$ cat config.mk
export PLATFORM = sky130hd
export DESIGN_NAME = multicycle_controller
export DESIGN_NICKNAME = d
export VERILOG_FILES = /design/src/rtl/riscv_pkg.sv /design/src/rtl/alu_decoder.sv /design/src/rtl/multicycle_controller.sv
export SDC_FILE = /design/constraint.sdc
export NUM_CORES = 1
export LEC_CHECK = 0
export BUFFER_PORTS_ARGS = -buffer_cell sky130_fd_sc_hd__buf_4
export CAP_MARGIN = 15
export CORE_MARGIN = 4
export CORE_UTILIZATION = 45
export CTS_CLUSTER_SIZE = 14
export DETAILED_ROUTE_END_ITERATION = 8
export PLACE_DENSITY = 0.8
export SLEW_MARGIN = 10
export SYNTH_ARGS = -nofsm -noshare
export SYNTH_HDL_FRONTEND = slang
export SYNTH_SLANG_ARGS = --single-unit
$ cat constraint.sdc
create_clock -name clk -period 2.75 [get_ports clk]
set_input_delay 0.1375 -clock clk [delete_from_list [all_inputs] [get_ports clk]]
set_output_delay 0.1375 -clock clk [all_outputs]
set_load 0.05 [all_outputs]
$ cat src/rtl/riscv_pkg.sv
// -----------------------------------------------------------------------------
// riscv_pkg
// Shared definitions for the multicycle RV32I control path: controller state
// encoding, the ALU operation class handed to the ALU decoder, the opcodes
// the controller recognises, and the alucontrol / immsrc encodings.
// Ports: none (package).
// -----------------------------------------------------------------------------
package riscv_pkg;

   typedef enum logic [3:0] {
      S_FETCH    = 4'd0,
      S_DECODE   = 4'd1,
      S_MEMADR   = 4'd2,
      S_MEMREAD  = 4'd3,
      S_MEMWB    = 4'd4,
      S_MEMWRITE = 4'd5,
      S_EXECUTER = 4'd6,
      S_EXECUTEI = 4'd7,
      S_ALUWB    = 4'd8,
      S_BEQ      = 4'd9,
      S_JAL      = 4'd10,
      S_ILLEGAL  = 4'd11
   } state_t;

   typedef enum logic [1:0] {
      ALUOP_ADD   = 2'b00,
      ALUOP_SUB   = 2'b01,
      ALUOP_FUNCT = 2'b10
   } aluop_t;

   localparam logic [6:0] OP_LW  = 7'b0000011;
   localparam logic [6:0] OP_SW  = 7'b0100011;
   localparam logic [6:0] OP_R   = 7'b0110011;
   localparam logic [6:0] OP_I   = 7'b0010011;
   localparam logic [6:0] OP_BEQ = 7'b1100011;
   localparam logic [6:0] OP_JAL = 7'b1101111;

   localparam logic [2:0] ALU_ADD = 3'b000;
   localparam logic [2:0] ALU_SUB = 3'b001;
   localparam logic [2:0] ALU_AND = 3'b010;
   localparam logic [2:0] ALU_OR  = 3'b011;
   localparam logic [2:0] ALU_SLT = 3'b101;

   localparam logic [1:0] IMM_I = 2'b00;
   localparam logic [1:0] IMM_S = 2'b01;
   localparam logic [1:0] IMM_B = 2'b10;
   localparam logic [1:0] IMM_J = 2'b11;

   // Immediate format is a pure function of the opcode; unknown opcodes
   // fall back to the I format so the extender never sees an undefined select.
   function automatic logic [1:0] imm_fmt(input logic [6:0] op);
      logic [1:0] fmt;
      case (op)
         OP_SW:   fmt = IMM_S;
         OP_BEQ:  fmt = IMM_B;
         OP_JAL:  fmt = IMM_J;
         default: fmt = IMM_I;
      endcase
      return fmt;
   endfunction

endpackage

$ cat src/rtl/alu_decoder.sv
// -----------------------------------------------------------------------------
// alu_decoder
// Combinational ALU-control decode shared by the multicycle and pipelined
// cores. Turns the controller's ALU operation class plus instruction fields
// into the 3-bit ALU function select.
// Ports:
//   aluop_i      in  2  operation class: add, sub, or decode from funct fields
//   funct3_i     in  3  IR[14:12]
//   funct7b5_i   in  1  IR[30]
//   op5_i        in  1  IR[5], distinguishes R-type from I-type ALU ops
//   alucontrol_o out 3  ALU function select
// -----------------------------------------------------------------------------
module alu_decoder
   import riscv_pkg::*;
(
   input  aluop_t     aluop_i,
   input  logic [2:0] funct3_i,
   input  logic       funct7b5_i,
   input  logic       op5_i,
   output logic [2:0] alucontrol_o
);

   always_comb begin
      alucontrol_o = ALU_ADD;
      case (aluop_i)
         ALUOP_ADD: alucontrol_o = ALU_ADD;
         ALUOP_SUB: alucontrol_o = ALU_SUB;
         ALUOP_FUNCT: begin
            case (funct3_i)
               // IR[30] only selects sub for register-register ops; for addi
               // that bit belongs to the immediate.
               3'b000:  alucontrol_o = (op5_i && funct7b5_i) ? ALU_SUB : ALU_ADD;
               3'b010:  alucontrol_o = ALU_SLT;
               3'b110:  alucontrol_o = ALU_OR;
               3'b111:  alucontrol_o = ALU_AND;
               default: alucontrol_o = ALU_ADD;
            endcase
         end
         default: alucontrol_o = ALU_ADD;
      endcase
   end

endmodule

$ cat src/rtl/multicycle_controller.sv
// -----------------------------------------------------------------------------
// multicycle_controller
// Control FSM for the multicycle RV32I core. Sequences the shared datapath
// through fetch / decode / execute / memory / writeback, decodes the immediate
// format from the opcode and stalls on the memory ready handshake.
// Ports:
//   clk, reset          clock and synchronous active-high reset
//   op, funct3, funct7b5 instruction fields from IR
//   zero                ALU zero flag (branch resolution)
//   mem_ready           memory completes the current access this cycle
//   pcwrite, irwrite, memwrite, regwrite  datapath write enables
//   adrsrc, resultsrc, alusrca, alusrcb, immsrc  datapath mux selects
//   alucontrol          ALU function select
//   illegal_instr       one-cycle pulse on an unsupported opcode
// -----------------------------------------------------------------------------
module multicycle_controller
   import riscv_pkg::*;
(
   input  logic       clk,
   input  logic       reset,
   input  logic [6:0] op,
   input  logic [2:0] funct3,
   input  logic       funct7b5,
   input  logic       zero,
   input  logic       mem_ready,
   output logic       pcwrite,
   output logic       adrsrc,
   output logic       memwrite,
   output logic       irwrite,
   output logic [1:0] resultsrc,
   output logic [1:0] alusrca,
   output logic [1:0] alusrcb,
   output logic [1:0] immsrc,
   output logic       regwrite,
   output logic [2:0] alucontrol,
   output logic       illegal_instr
);

   state_t state_q, state_d;
   aluop_t aluop;

   always_ff @(posedge clk) begin
      if (reset) state_q <= S_FETCH;
      else       state_q <= state_d;
   end

   always_comb begin
      state_d       = state_q;
      pcwrite       = 1'b0;
      adrsrc        = 1'b0;
      memwrite      = 1'b0;
      irwrite       = 1'b0;
      resultsrc     = 2'b00;
      alusrca       = 2'b00;
      alusrcb       = 2'b00;
      regwrite      = 1'b0;
      illegal_instr = 1'b0;
      aluop         = ALUOP_ADD;

      case (state_q)
         S_FETCH: begin
            // PC+4 computed while the instruction is read; both PC and IR
            // commit only when memory delivers.
            alusrcb   = 2'b10;
            resultsrc = 2'b10;
            irwrite   = mem_ready;
            pcwrite   = mem_ready;
            if (mem_ready) state_d = S_DECODE;
         end
         S_DECODE: begin
            // Branch target OldPC+imm is precomputed into ALUOut here.
            alusrca = 2'b01;
            alusrcb = 2'b01;
            case (op)
               OP_LW, OP_SW: state_d = S_MEMADR;
               OP_R:         state_d = S_EXECUTER;
               OP_I:         state_d = S_EXECUTEI;
               OP_BEQ:       state_d = S_BEQ;
               OP_JAL:       state_d = S_JAL;
               default:      state_d = S_ILLEGAL;
            endcase
         end
         S_MEMADR: begin
            alusrca = 2'b10;
            alusrcb = 2'b01;
            state_d = (op == OP_LW) ? S_MEMREAD : S_MEMWRITE;
         end
         S_MEMREAD: begin
            adrsrc = 1'b1;
            if (mem_ready) state_d = S_MEMWB;
         end
         S_MEMWB: begin
            resultsrc = 2'b01;
            regwrite  = 1'b1;
            state_d   = S_FETCH;
         end
         S_MEMWRITE: begin
            // Strobe stays up for the whole access, not just the last cycle.
            adrsrc   = 1'b1;
            memwrite = 1'b1;
            if (mem_ready) state_d = S_FETCH;
         end
         S_EXECUTER: begin
            alusrca = 2'b10;
            aluop   = ALUOP_FUNCT;
            state_d = S_ALUWB;
         end
         S_EXECUTEI: begin
            alusrca = 2'b10;
            alusrcb = 2'b01;
            aluop   = ALUOP_FUNCT;
            state_d = S_ALUWB;
         end
         S_ALUWB: begin
            regwrite = 1'b1;
            state_d  = S_FETCH;
         end
         S_BEQ: begin
            // Compare rs1-rs2; PC takes the target held in ALUOut when equal.
            alusrca = 2'b10;
            aluop   = ALUOP_SUB;
            pcwrite = zero;
            state_d = S_FETCH;
         end
         S_JAL: begin
            // PC <= target from ALUOut while the ALU forms OldPC+4 for rd.
            alusrca = 2'b01;
            alusrcb = 2'b10;
            pcwrite = 1'b1;
            state_d = S_ALUWB;
         end
         S_ILLEGAL: begin
            illegal_instr = 1'b1;
            state_d       = S_FETCH;
         end
         default: state_d = S_FETCH;
      endcase

      // Reset abandons any in-flight instruction without side effects.
      if (reset) begin
         pcwrite       = 1'b0;
         memwrite      = 1'b0;
         irwrite       = 1'b0;
         regwrite      = 1'b0;
         illegal_instr = 1'b0;
      end
   end

   assign immsrc = imm_fmt(op);

   alu_decoder u_alu_decoder (
      .aluop_i      (aluop),
      .funct3_i     (funct3),
      .funct7b5_i   (funct7b5),
      .op5_i        (op[5]),
      .alucontrol_o (alucontrol)
   );

endmodule

* Yosys cells after proc, flatten, opt, wreduce, memory -nomap -nowiden
Index checks and enable logic that the tools add are counted.
Storage, ports and cells: bits in registers 4, latch bits 0, memory bits (writable) 0, ROM bits 0, input port bits 15, output and inout port bits 17, word-level logic and storage cells 64, memories kept 0
Operators by class: add/subtract/negate cells 0, multiply operators 0, divide/modulo/power cells 0, magnitude comparators 0, eq/ne operators 25, shift-type cells 0, mux-type cells 25, bitwise operators 0, reduce and logical (&&, ||, !) cells 13
Operator list (number):
- case mux 4 bit (6 select lines) | 1
- case mux 4 bit (5 select lines) | 1
- == test 4 x 3 -> 1 bit (second input constant) | 4
- == test 4 bit (second input constant) | 4
- case mux 2 bit (2 select lines) | 4
- == test 7 x 6 -> 1 bit (second input constant) | 2
- == test 7 bit (second input constant) | 2
- 2-to-1 mux 4 bit | 3
- case mux 3 bit (4 select lines) | 1
- OR reduction 2 bit | 6
- 2-to-1 mux 1 bit | 11
- == test 4 x 2 -> 1 bit (second input constant) | 2
- == test 7 x 2 -> 1 bit (second input constant) | 1
- == test 7 x 5 -> 1 bit (second input constant) | 1
- == test 3 bit (second input constant) | 2
- != test 2 bit (second input constant) | 3
- case mux 2 bit (3 select lines) | 1
- case mux 3 bit (2 select lines) | 1
- OR reduction 3 bit | 2
- == test 4 x 1 -> 1 bit (second input constant) | 1
- logical NOT 4 bit | 1
- OR reduction 4 bit | 1
- == test 3 x 2 -> 1 bit (second input constant) | 1
- logical NOT 3 bit | 1
- 6 further kinds | 6

* Longest topological paths before layout
depth after elaboration 5, depth in mapped cells 7, depth with buffers taken out 6

* By module
Synthesis repeated with hierarchy kept, for this count alone.
Unflattened totals: cell total of the unflattened synthesis 92, area total of the unflattened synthesis 676.9 µm²
By module, submodules not included:
- multicycle_controller | times used 1, cells an instance 81, area an instance 580.6 µm², seq. area each 80.1 µm²
- alu_decoder | times used 1, cells an instance 11, area an instance 96.3 µm², seq. area each 0.0 µm²

* Worst setup path after synthesis
OpenSTA, ideal clock, no wires.
kind register to output, start register state_q[2], end output port alucontrol[2], arrival 2.676 ns, data required time 2.612 ns, path slack -0.063 ns, stages on the path, launching flop included 7, buffers on the path 2, cells stage by stage dfxtp_1 -> clkbuf_1 -> buf_2 -> nand2_1 -> inv_1 -> ha_1 -> nor4_1
On the way: word-level cells in the longest chain between the ends 5, elaborated cells between the ends (all ways) 8, those cells by class 5 x eq/ne; 2 x mux; 1 x reduce/logical
Ends and longest elaborated chain:
- start, declared | RTL line multicycle_controller.sv:39 | state_t state_q, state_d;
- start signal, assigned | RTL line multicycle_controller.sv:44 | else state_q <= state_d;
- == test 4 x 3 -> 1 bit | RTL line multicycle_controller.sv:60 | case (state_q)
- OR reduction 2 bit (no line)
- case mux 2 bit (2 select lines) (*) | RTL line multicycle_controller.sv:60
- == test 2 bit or == test 2 x 1 -> 1 bit (tied branches) | RTL line alu_decoder.sv:25 | case (aluop_i)
- case mux 3 bit (2 select lines) (*) | RTL line alu_decoder.sv:25
- end, declared | RTL line multicycle_controller.sv:35 | output logic [2:0] alucontrol,
Mark *: on every way between the ends. The rest lies on a longest branch, timed or not.

* Final worst setup path
start register state_q[1], end output port alucontrol[2]
The elaborated chain is that of the path after synthesis.

==> results.txt <==
The synthesized instance count is 91. The number of antenna diodes is 0. The unique cell type count in the Yosys netlist came out at just over 40. Traced cell by cell, the critical path runs through and2b_4, nand2_1, inv_1, ha_1, nor4_2, buf_4. The startpoint identified for the worst hold timing path is reset. The kind of critical path is flop to output port. The average wire per standard cell is about 13 um. The total congestion overflow after global routing came out at 0. The number of DRC violations after detailed routing is 0. The portion of the post-synthesis area used by sequential elements is 0.1303.

The number of buffer cells added on primary ports is 31. The post-synth design cell area came out at around 610 um2. The reported max-cap violation count came out at 0. The area of the multi-input gates is just under 500 um2.

The maximum clock frequency is ~450 MHz. The violation count after the first detailed-routing iteration came out at 8. Headroom to the max-slew limit came out at 0.5655. The standard cell core area came out at 0.001301 mm2. The cell type group with the largest total delay on the critical path is flip-flops. The path class of the lowest-slack min-delay path is input pin to flop. The buffer type at the clock tree root is sky130_fd_sc_hd__clkbuf_4. The area overhead of the layout relative to synthesis came out at 40.33%.

The worst endpoint required time is roughly 2600 ps. The die span in x is around 45 um. The boundary pin count came out at 32. Once detail routing completed, the nets flagged for antenna violations numbered 0. The die covers ~0.002 mm2.

Counting I/O delays and the setup requirement, the final critical path takes 2215 ps. The total wirelength of the detailed-routed design is ~1700 um. The portion of the clock cycle consumed by the worst path in the final layout is 0.8053.

Among all stages on the critical path, the largest delay is contributed by sky130_fd_sc_hd__dfxtp_1. The portion of synthesized cell area occupied by the leading cell type is 0.1303. The starting density of the core is 0.4721. The number of buffers on the longest clock path is 2.

The routability-driven placement congestion ratio is roughly 0.84. The height of the chip came out at 44.95 um. STA classifies the critical path startpoint as a flop. The total nets after synthesis is between 100 and 150. The synthesis warning total came out at 0. The setup clock skew after layout is ~2.3 ps. The maximum fanout along the worst path is 18. The peak supply drop is between 0.0006 and 0.0007 V.

The clock-pin slew on the worst setup and hold paths is 30 ps. The combined flip-flop and latch cell area came out at 80.08 um2. Power spread over the standard cell area amounts to roughly 1000 mW/mm2. The total negative slack for setup checks is 0 ps. The number of levels in the clock H-tree came out at 1. For this run, the leading register cell type out of synthesis is sky130_fd_sc_hd__dfxtp_1. The count of state elements after synthesis is 4. The CTS tree is built. The total clock buffers created by CTS came out at 3. The post-synthesis async set-or-reset flop share is 0. Yosys attributes the largest share of cell area to sky130_fd_sc_hd__dfxtp_1 (13%), sky130_fd_sc_hd__nor2_1 (6.1%), sky130_fd_sc_hd__nor3_1 (4.9%). The per-cell via count in the routed design is 5.684.

The clock latency of the later-clocked register in the worst-skew pair is between 200 and 250 ps. The number of buffers inserted by post-CTS setup repair came out at 0. The number of flip-flops under the largest register name is 4. The top register by number of flip-flops is state_q. The worst register-to-register path begins at state_q[1]. The count of final hold-check violations came out at 0.

For the pin with the worst max-slew slack, the measured transition is roughly 650 ps. The delay of the slowest cell on the worst path is between 600 and 700 ps. The cell accounting for the most synthesized area is sky130_fd_sc_hd__dfxtp_1. The fraction of final layout cells with drive strength greater than 1 came out at 0.3475. The reported leakage power came out at about 0.40 nW. After floorplanning, the core was divided into 13 placement rows. The buffering stage count on the worst path with inverters included is 2. The quantity of hold-fixing buffers added after cts is 0. Post-CTS repair changed the size of 0 cells. Setup repair after global routing left no endpoint under its margin. sky130_fd_sc_hd__nor2_1 is the most common cell in the netlist. The pin count of the biggest net entering global routing came out at 21. The placed wire-length estimate after detailed placement is around 1300 um.

The data arrival time at the worst-slack endpoint came out at 2080 ps. The count of endpoints failing setup in the final report is 0. The number of slew-limit violations in the final report was 0. The number of flops mapped to enable cells by yosys is 0. The number of nets in the finished design is around 140.

The number of iterations in the first detailed-routing pass came out at 4. The total number of clock tree sinks is 4. The type of destination of the critical path is an output port. In the final layout, the registers with the most flip-flops are state_q (4). The initial antenna violation count is 0. The number of global-route vias before repair came to approximately 660.

The flow ran to the end, and the final reports show no timing, DRC or antenna violations. The average cell area after synthesis came out at 6.751 um2. The routed via count came out at 756. The wire length of the first global-routing pass is 2863 um. In this run the worst setup path begins at state_q[1]. Fill cells in the final layout number roughly 130.

The final core utilization is 0.6625. In the global route stage, overall resource usage came out at 0.1801. Counting instances in the post-synthesis netlist gives the leading cell types as sky130_fd_sc_hd__nor2_1 (10), sky130_fd_sc_hd__nand2_1 (6), sky130_fd_sc_hd__nor3_1 (6).
## where the power goes
group	internal, W	switching (W)	total, W
registers	0.0000799	0.0000620	0.000142
logic	0.000244	0.000444	0.000688
clock network	0.0000487	0.0000219	0.0000705
total	0.000373	0.000528	0.000900
## through the flow
step	std cells	hold WS, ps	area, um2	total power [W]	setup slack [ps]
2_1_floorplan	91	283.7	620.6	0.0006597	180.0
3_3_place_gp	130	397.8	839.6	0.0008249	842.7
3_5_place_dp	130	403.0	839.6	0.0008329	776.5
4_1_cts	133	161.6	862.1	0.0009047	530.6
5_1_grt	133	165.6	862.1	0.0009639	368.7
6_report	133	170.0	862.1	0.0009004	535.5
## cell usage in the layout, fill, tap and decap left out, types with 3 or more instances in the layout
master and count:
sky130_fd_sc_hd__nor2_1 10, sky130_fd_sc_hd__inv_1 5, sky130_fd_sc_hd__nor4_1 3, sky130_fd_sc_hd__clkbuf_4 3, sky130_fd_sc_hd__nor3_1 6, sky130_fd_sc_hd__nand3_1 4, sky130_fd_sc_hd__nand2b_1 4, sky130_fd_sc_hd__nand2_1 6
sky130_fd_sc_hd__buf_4 32, sky130_fd_sc_hd__dfxtp_1 4
## path summary, 6_finish.rpt
check / to / cells after the start / slack, ps
worst max-delay path: alucontrol[2] / 6 / 540
worst min-delay path: state_q[3] / 2 / 170
worst max register to register: state_q[1] / 4 / 980
worst min register to register: state_q[1] / 4 / 670
## per-layer routing
metal | GRT usage | up-vias | share of wire | routed length [um]
met5 | 0 | - | 0 | 0
met4 | 0.03509 | 0 | 0.0053 | 9
met3 | 0.01195 | 2 | 0.052 | 88
met2 | 0.3023 | 21 | 0.53 | 889
met1 | 0.2524 | 347 | 0.42 | 703
li1 | - | 386 | - | -
## cell families after synthesis
logic type                 synth area share
xor gates and xnor gates            0.05704
adders and majority gates           0.04073
buffers and inverters               0.09573
and+or+nand+nor                      0.4705
DFF                                  0.1304
muxes                               0.01629
AOI/OAI and AO/OA                    0.1894
## cell type report
cell class,instances,area share
repair buffers,32,0.2787
well taps,15,0.02177
clock buffers,3,0.02612
inverters,5,0.02177
multi-input cells,74,0.5588
flip-flops and latches,4,0.09289
Power figures use the tool's default switching activity.
